### src/rtl/mem_arb_pkg.sv
`default_nettype none
// +------------------------------------------------------------------+
// | mem_arb_pkg : shared types and defaults for the memory arbiter   |
// | Revision    : 1.0                                                |
// +------------------------------------------------------------------+
package mem_arb_pkg;

    localparam int ADDR_W_DEF       = 32;
    localparam int DATA_W_DEF       = 32;
    localparam int STARVE_LIMIT_DEF = 4;
    localparam int STREAK_W         = 4;

    typedef enum logic [1:0] {
        ST_IDLE    = 2'd0,
        ST_IF_BUSY = 2'd1,
        ST_DM_BUSY = 2'd2,
        ST_DONE    = 2'd3
    } arb_state_e;

endpackage : mem_arb_pkg
`default_nettype wire

### src/rtl/mem_arb_grant.sv
`default_nettype none
// +------------------------------------------------------------------+
// | mem_arb_grant : combinational IF/DM grant selection              |
// | Fairness enabled by MEM_ARB_FAIR_EN, otherwise strict DM priority|
// | Revision      : 1.0                                              |
// +------------------------------------------------------------------+
module mem_arb_grant
    import mem_arb_pkg::*;
#(
    parameter int STARVE_LIMIT = STARVE_LIMIT_DEF
)
(
    input  logic                if_req_i,
    input  logic                dm_req_i,
`ifdef MEM_ARB_FAIR_EN
    input  logic [STREAK_W-1:0] streak_i,
`endif
    output logic                gnt_if_o,
    output logic                gnt_dm_o
);

    if ((STARVE_LIMIT < 1) || (STARVE_LIMIT > 15)) begin : g_limit_check
        $error("mem_arb_grant: STARVE_LIMIT must be within 1..15");
    end

`ifdef MEM_ARB_FAIR_EN
    localparam logic [STREAK_W-1:0] LIMIT_C = STREAK_W'(STARVE_LIMIT);
`endif

    always_comb begin
        gnt_if_o = 1'b0;
        gnt_dm_o = 1'b0;
`ifdef MEM_ARB_FAIR_EN
        // A waiting fetch that has seen LIMIT data grants in a row jumps the queue.
        if (if_req_i && (streak_i == LIMIT_C)) begin
            gnt_if_o = 1'b1;
        end else if (dm_req_i) begin
            gnt_dm_o = 1'b1;
        end else if (if_req_i) begin
            gnt_if_o = 1'b1;
        end
`else
        if (dm_req_i) begin
            gnt_dm_o = 1'b1;
        end else if (if_req_i) begin
            gnt_if_o = 1'b1;
        end
`endif
    end

endmodule : mem_arb_grant
`default_nettype wire

### src/rtl/mem_arbiter.sv
`default_nettype none
// +------------------------------------------------------------------+
// | mem_arbiter : IF/DM arbiter onto one single-port memory          |
// | Optional fairness via MEM_ARB_FAIR_EN (default: strict DM prio)  |
// | Revision    : 1.0                                                |
// +------------------------------------------------------------------+
module mem_arbiter
    import mem_arb_pkg::*;
#(
    parameter int ADDR_W       = ADDR_W_DEF,
    parameter int DATA_W       = DATA_W_DEF,
    parameter int STARVE_LIMIT = STARVE_LIMIT_DEF
)
(
    input  logic              clk_i,
    input  logic              rst_i,

    input  logic              if_req_i,
    input  logic [ADDR_W-1:0] if_addr_i,
    output logic [DATA_W-1:0] if_rdata_o,
    output logic              if_ack_o,

    input  logic              dm_req_i,
    input  logic              dm_we_i,
    input  logic [ADDR_W-1:0] dm_addr_i,
    input  logic [DATA_W-1:0] dm_wdata_i,
    output logic [DATA_W-1:0] dm_rdata_o,
    output logic              dm_ack_o,

    output logic              mem_req_o,
    output logic              mem_we_o,
    output logic [ADDR_W-1:0] mem_addr_o,
    output logic [DATA_W-1:0] mem_wdata_o,
    input  logic [DATA_W-1:0] mem_rdata_i,
    input  logic              mem_ack_i,

    output logic              stall_o
);

    arb_state_e        state_q,     state_d;
    logic              gnt_is_if_q, gnt_is_if_d;
    logic              mem_we_q,    mem_we_d;
    logic [ADDR_W-1:0] mem_addr_q,  mem_addr_d;
    logic [DATA_W-1:0] mem_wdata_q, mem_wdata_d;
    logic [DATA_W-1:0] if_rdata_q,  if_rdata_d;
    logic [DATA_W-1:0] dm_rdata_q,  dm_rdata_d;
`ifdef MEM_ARB_FAIR_EN
    logic [STREAK_W-1:0] streak_q,  streak_d;
`endif

    logic gnt_if;
    logic gnt_dm;

    mem_arb_grant #(
        .STARVE_LIMIT (STARVE_LIMIT)
    ) u_grant (
        .if_req_i (if_req_i),
        .dm_req_i (dm_req_i),
`ifdef MEM_ARB_FAIR_EN
        .streak_i (streak_q),
`endif
        .gnt_if_o (gnt_if),
        .gnt_dm_o (gnt_dm)
    );

    always_comb begin
        state_d     = state_q;
        gnt_is_if_d = gnt_is_if_q;
        mem_we_d    = mem_we_q;
        mem_addr_d  = mem_addr_q;
        mem_wdata_d = mem_wdata_q;
        if_rdata_d  = if_rdata_q;
        dm_rdata_d  = dm_rdata_q;
`ifdef MEM_ARB_FAIR_EN
        streak_d    = streak_q;
`endif
        case (state_q)
            ST_IDLE: begin
                if (gnt_dm) begin
                    state_d     = ST_DM_BUSY;
                    gnt_is_if_d = 1'b0;
                    mem_we_d    = dm_we_i;
                    mem_addr_d  = dm_addr_i;
                    mem_wdata_d = dm_wdata_i;
`ifdef MEM_ARB_FAIR_EN
                    if (if_req_i) begin
                        streak_d = streak_q + 1'b1;
                    end
`endif
                end else if (gnt_if) begin
                    state_d     = ST_IF_BUSY;
                    gnt_is_if_d = 1'b1;
                    mem_we_d    = 1'b0;
                    mem_addr_d  = if_addr_i;
`ifdef MEM_ARB_FAIR_EN
                    streak_d    = '0;
`endif
                end
            end
            ST_IF_BUSY: begin
                if (mem_ack_i) begin
                    if_rdata_d = mem_rdata_i;
                    state_d    = ST_DONE;
                end
            end
            ST_DM_BUSY: begin
                // Writes still complete, but must not disturb the read-data register.
                if (mem_ack_i) begin
                    if (!mem_we_q) begin
                        dm_rdata_d = mem_rdata_i;
                    end
                    state_d = ST_DONE;
                end
            end
            ST_DONE: begin
                state_d = ST_IDLE;
            end
            default: begin
                state_d = ST_IDLE;
            end
        endcase
    end

    always_ff @(posedge clk_i or negedge rst_i) begin
        if (!rst_i) begin
            state_q     <= ST_IDLE;
            gnt_is_if_q <= 1'b0;
            mem_we_q    <= 1'b0;
            mem_addr_q  <= '0;
            mem_wdata_q <= '0;
            if_rdata_q  <= '0;
            dm_rdata_q  <= '0;
`ifdef MEM_ARB_FAIR_EN
            streak_q    <= '0;
`endif
        end else begin
            state_q     <= state_d;
            gnt_is_if_q <= gnt_is_if_d;
            mem_we_q    <= mem_we_d;
            mem_addr_q  <= mem_addr_d;
            mem_wdata_q <= mem_wdata_d;
            if_rdata_q  <= if_rdata_d;
            dm_rdata_q  <= dm_rdata_d;
`ifdef MEM_ARB_FAIR_EN
            streak_q    <= streak_d;
`endif
        end
    end

    // Acks decode straight from the state register so reset clears them at once.
    assign mem_req_o   = (state_q == ST_IF_BUSY) || (state_q == ST_DM_BUSY);
    assign mem_we_o    = mem_we_q;
    assign mem_addr_o  = mem_addr_q;
    assign mem_wdata_o = mem_wdata_q;
    assign if_ack_o    = (state_q == ST_DONE) &&  gnt_is_if_q;
    assign dm_ack_o    = (state_q == ST_DONE) && !gnt_is_if_q;
    assign if_rdata_o  = if_rdata_q;
    assign dm_rdata_o  = dm_rdata_q;
    assign stall_o     = (if_req_i && !if_ack_o) || (dm_req_i && !dm_ack_o);

endmodule : mem_arbiter
`default_nettype wire

### config.mk
export PLATFORM = sky130hd
export DESIGN_NAME = mem_arbiter
export DESIGN_NICKNAME = d
export VERILOG_FILES = /design/src/rtl/mem_arb_pkg.sv /design/src/rtl/mem_arb_grant.sv /design/src/rtl/mem_arbiter.sv
export SDC_FILE = /design/constraint.sdc
export NUM_CORES = 1
export LEC_CHECK = 0
export CELL_PAD_IN_SITES_DETAIL_PLACEMENT = 0
export CELL_PAD_IN_SITES_GLOBAL_PLACEMENT = 1
export CORE_MARGIN = 2
export CORE_UTILIZATION = 29
export CTS_BUF_LIST = sky130_fd_sc_hd__clkbuf_4 sky130_fd_sc_hd__clkbuf_8
export DETAILED_ROUTE_END_ITERATION = 6
export GPL_TIMING_DRIVEN = 1
export PLACE_DENSITY_LB_ADDON = 0.1
export SKIP_CTS_REPAIR_TIMING = 1
export SLEW_MARGIN = 20
export SYNTH_ARGS = -nofsm -noshare
export SYNTH_HDL_FRONTEND = slang
export SYNTH_SLANG_ARGS = --single-unit
### constraint.sdc
create_clock -name clk_i -period 1.6 [get_ports clk_i]
set_clock_uncertainty 0.1 [all_clocks]
set_input_delay 0.32 -clock clk_i [delete_from_list [all_inputs] [get_ports clk_i]]
set_output_delay 0.32 -clock clk_i [all_outputs]
set_load 0.1 [all_outputs]
# --- Yosys cells after proc, flatten, opt, wreduce, memory -nomap -nowiden ---
# Index checks and enable logic that the tools add are counted.
# W data, S select, Z words.
totals:
  output_inout_bits: 133
  regBits: 132
  input_bits: 134
classes:
  eq_ne: 5
  n_bitwise: 1
  n_mux: 13
  n_reduce_logical: 17
ops:
  columns: ["operator", "count"]
  rows:
  - ["$mux W32", 2]
  - ["$reduce_and A2 Y1", 4]
  - ["$mux W1", 7]
  - ["$mux W2", 3]
  - ["$pmux W2 S3", 1]
  - ["$eq A2 B2 Y1 const B", 2]
  - ["$logic_and A1 B1 Y1", 4]
  - ["$logic_not A1 Y1", 3]
  - ["$ne A3 B3 Y1 const B", 1]
  - ["$reduce_and A3 Y1", 1]
  - ["$eq A2 B1 Y1 const B", 1]
  - ["$logic_not A2 Y1", 1]
  - ["$logic_or A1 B1 Y1", 2]
  - ["$ne A2 B1 Y1 const B", 1]
  - ["$reduce_bool A2 Y1", 1]
  - ["$reduce_or A2 Y1", 1]
  - ["$not A1 Y1", 1]

# --- Longest topological paths before layout ---
logic_depth:
  ltp_word: 5
  ltp_mapped: 7
  ltp_nobuf: 5

# --- Cells and area by module ---
# A second synthesis with hierarchy kept.
hier_totals:
  hier_cells: 375
  hier_area_um2: 5346.4
modules_own_cells:
  columns: ["mod", "seq_area_each_um2", "area_per_inst_um2", "n_inst", "cells_each"]
  rows:
  - ["mem_arbiter", 3303.2, 5325.1, 1, 373]
  - ["mem_arb_grant", 0.0, 21.3, 1, 2]

# --- Least setup slack after synthesis ---
# Ideal clock, no wire load.
synth_timing:
  path_kind: "reg2out"
  startpoint: "register state_q[0]"
  endpoint: "output port stall_o"
  stages_incl_launch_ff: 4
  path_buffers: 0
  t_arrival_ns: 3.062
  setup_slack_ns: -1.882
  cell_sequence: "dfrtp_1 -> ha_1 -> nor2b_1 -> a21oi_1"
synth_between:
  elab_chain_cells: 5
synth_rtl:
  columns: ["item", "line", "rtl"]
  rows:
  - ["start, declared", "mem_arbiter.sv:40", "arb_state_e state_q, state_d;"]
  - ["start signal, assigned", "mem_arbiter.sv:137", "state_q <= state_d;"]
  - ["$eq A2 B2 Y1", "mem_arbiter.sv:156", "assign dm_ack_o = (state_q == ST_DONE) && !gnt_is_if_q;"]
  - ["$logic_and A1 B1 Y1", "mem_arbiter.sv:156", null]
  - ["named net dm_ack_o", "mem_arbiter.sv:28", "output logic dm_ack_o,"]
  - ["$logic_not A1 Y1", "mem_arbiter.sv:159", "assign stall_o = (if_req_i && !if_ack_o) || (dm_req_i && !dm_ack_o);"]
  - ["$logic_and A1 B1 Y1", "mem_arbiter.sv:159", null]
  - ["$logic_or A1 B1 Y1", "mem_arbiter.sv:159", null]
  - ["end, declared", "mem_arbiter.sv:37", "output logic stall_o"]
# The timed path passes the listed nets, and every way through them passes these cells.

# --- Worst setup path after layout ---
layout_timing:
  startpoint: "register state_q[0]"
  endpoint: "output port mem_req_o"
layout_between:
  elab_chain_cells: 2
layout_rtl:
  columns: ["item", "line", "rtl"]
  rows:
  - ["$eq A2 B1 Y1 or $eq A2 B2 Y1 (tied branches)", "mem_arbiter.sv:151", "assign mem_req_o = (state_q == ST_IF_BUSY) || (state_q == ST_DM_BUSY);"]
  - ["$logic_or A1 B1 Y1 *", "mem_arbiter.sv:151", null]
  - ["end, declared", "mem_arbiter.sv:30", "output logic mem_req_o,"]
# Mark *: on every way between the ends. The rest lies on a longest branch, timed or not.

==> summary.md <==
| Metric | Value |
|---|---|
| Post-layout minimum cycle time | around 2000 ps |
| Port bufs | between 200 and 300 |
| Root Driver | clkbuf_8 |
| Row count | approximately 50 |
| Pin slew with the least headroom to its limit | 308 ps |
| Crit Path Class | reg2out |
| Avg Cell Area, Syn | 14.3 sq um |
| Wirelength per Cell | 17.4 um |
| Share of layout cells above drive strength 1 | 45.5% |
| Synth warn | 0 |
| Post-place setup slack | -182 ps |
| Pre-antenna DRT Iters | 4 |
| Overall routing resource usage | 15.6% |
| Core area | ~0.018 sq mm |
| Final WL | 15.9 mm |
| GRT Residual Overflow | 0 |
| Crit path arrival time | approximately 1600 ps |
| Hold Fails Final Rpt | 0 |
| CTS Buffer Depth | 2 |
| Seq/Total Area, Yosys | between 60% and 70% |
| TritonCTS clock tree | built |
| RSZ-0062 raised after global routing | yes |
| Synth-to-Final Area Change | 96.5% |
| CTS Buf Count | 17 |
| Violated checks | negative setup slack |
| First-pass GRT wire length | approximately 23 mm |
| Yosys cell types | 21 |
| Ports | between 200 and 300 |
| DR DRC count | 0 |
| DR vias | 4028 |
| #FFs+latches synth | about 130 |
| Hold Path Class | in2async |
| Vias in the first global route | between 4k and 5k |
| Clock sink count | around 130 |
| Worst-path clk slew | around 80 ps |
| Final setup margin | -381 ps |
| Max Cap Viol | 0 |
| Initial Utilization | between 20% and 30% |
| Setup Total Neg Slack | -8790 ps |
| CTS H-tree lvls | 4 |
| Post-Syn Area | roughly 0.0054 sq mm |
| Initial antenna violation count | 0 |
| Max Freq | ~500 MHz |
| Antenna-violating nets left | 0 |
| Worst slew margin | about four fifths |
| Final setup vio count | 97 |
| Via/cell ratio | approximately 4.4 |
| DR iter-0 viols | 112 |
| # diodes | 0 |
| Largest net degree at the start of global routing | 48 |
| Status | complete, but fails checks |
| Die area | ~0.020 sq mm |
| Final Max Slew Viols | 0 |
| Count of mapped cells out of synthesis | around 370 |
| Reg2reg setup slack | -140 ps |
| Clock latency on the worst-skew pair | roughly 440 ps |
| Die H | 140 um |
| Maximum fanout along the worst path | 3 |
| Final Cycle Share | 124% |
| Die X | approximately 140 um |
| Syn_nets | between 500 and 600 |
| Worst endpoint required time | between 1000 and 1500 ps |
| Dpl hpwl | about 12 mm |
| Crit path launch type | register |
| Worst setup EP type | primary output |
| Gpl congestion | 0.763 |
| NumNets Final | around 810 |
==> placed cells by master (no fill, tap or decap), drive strengths merged <==
master	count
mux2	98
nand2	37
a32o	1
o21ai	34
buf	162
clkbuf	26
nand3b	1
nor2b	2
dfrtp	132
clkdlybuf4s50	131
nand2b	1
a21oi	5
inv	6
clkinv	6
nor2	1
clkinvlp	3
dlygate4sd3	1
bufinv	2
mux2i	32
ha	5
==> Yosys cell counts, drive strengths merged <==
cell type | number | area (sq um)
nand2b | 1 | 6.26
buf | 16 | 120
nand2 | 37 | 141
a21oi | 5 | 25.0
nor2b | 2 | 12.5
a32o | 1 | 10.0
inv | 5 | 18.8
dfrtp | 132 | 3300
o21ai | 34 | 170
nand3b | 1 | 11.3
mux2i | 32 | 320
clkbuf | 4 | 45.0
nor2 | 1 | 3.75
mux2 | 98 | 1100
ha | 5 | 62.6
==> final cells by class <==
cell class,instances,area (sq um)
Fill cell,1455,7510
Clock inverter,12,129
Sequential cell,132,3310
Multi-Input combinational cell,217,1990
Inverter,5,21.3
Tap cell,229,287
Timing Repair Buffer,300,4510
Clock buffer,20,275
==> stage by stage <==
stage	area, sq um	util (%)	std cells	hold slack, ps
floorplan	5390	-	374	-75.6
global placement	9760	54.2	869	120
detailed placement	9760	54.2	869	122
CTS	10200	56.4	901	-378
global route	10500	58.4	915	210
finish	10500	58.4	915	213
==> cell families (layout without fill, tap and decap cells) <==
kind of cell,Yosys count,count (layout),share of synthesized area (%)
AOI/OAI and AO/OA,40,40,3.83
adders and majority gates,5,5,1.17
buffers and inverters,25,337,3.44
DFF,132,132,61.7
muxes,130,130,26.6
and+or+nand+nor,42,42,3.27
==> layer usage <==
metal | part of all wire, % | routed length [um] | track usage, % | up-vias
li1 | - | - | - | 1899
met1 | 40 | 6330 | 18.3 | 1944
met2 | 51 | 8200 | 26.2 | 163
met3 | 7.3 | 1160 | 5.95 | 22
met4 | 1.6 | 250 | 5.37 | 0
met5 | 0 | 0 | 0 | -
==> final timing paths <==
check,to,startpoint,cells past startpoint
max reg2reg,if_rdata_o[2]$_DFFE_PN0P_,state_q[0]$_DFFE_PN0P_,6
max,mem_req_o,state_q[0]$_DFFE_PN0P_,5
min in group clk_i,mem_addr_o[6]$_DFFE_PN0P_,dm_req_i,4
min,dm_rdata_o[5]$_DFFE_PN0P_,rst_i,2
min reg2reg,mem_addr_o[3]$_DFFE_PN0P_,mem_addr_o[3]$_DFFE_PN0P_,2
max in group asynchronous,mem_addr_o[6]$_DFFE_PN0P_,rst_i,3
==> state kept, by name, summed over array words and instances, names as in the netlist <==
| name | flops |
|---|---|
| if_rdata_o | 32 |
| mem_wdata_o | 32 |
| dm_rdata_o | 32 |
| gnt_is_if_q | 1 |
| mem_we_o | 1 |
| mem_addr_o | 32 |
| state_q | 2 |
==> critical path: stages, from the launching register on <==
cell and delay [ps]:
dfrtp_1 440, buf_6 150, inv_4 60, ha_4 200, buf_6 120, buf_12 150
Power is not shown: default switching activity piles up to over one toggle a cycle in this logic, so the estimate is an artifact.
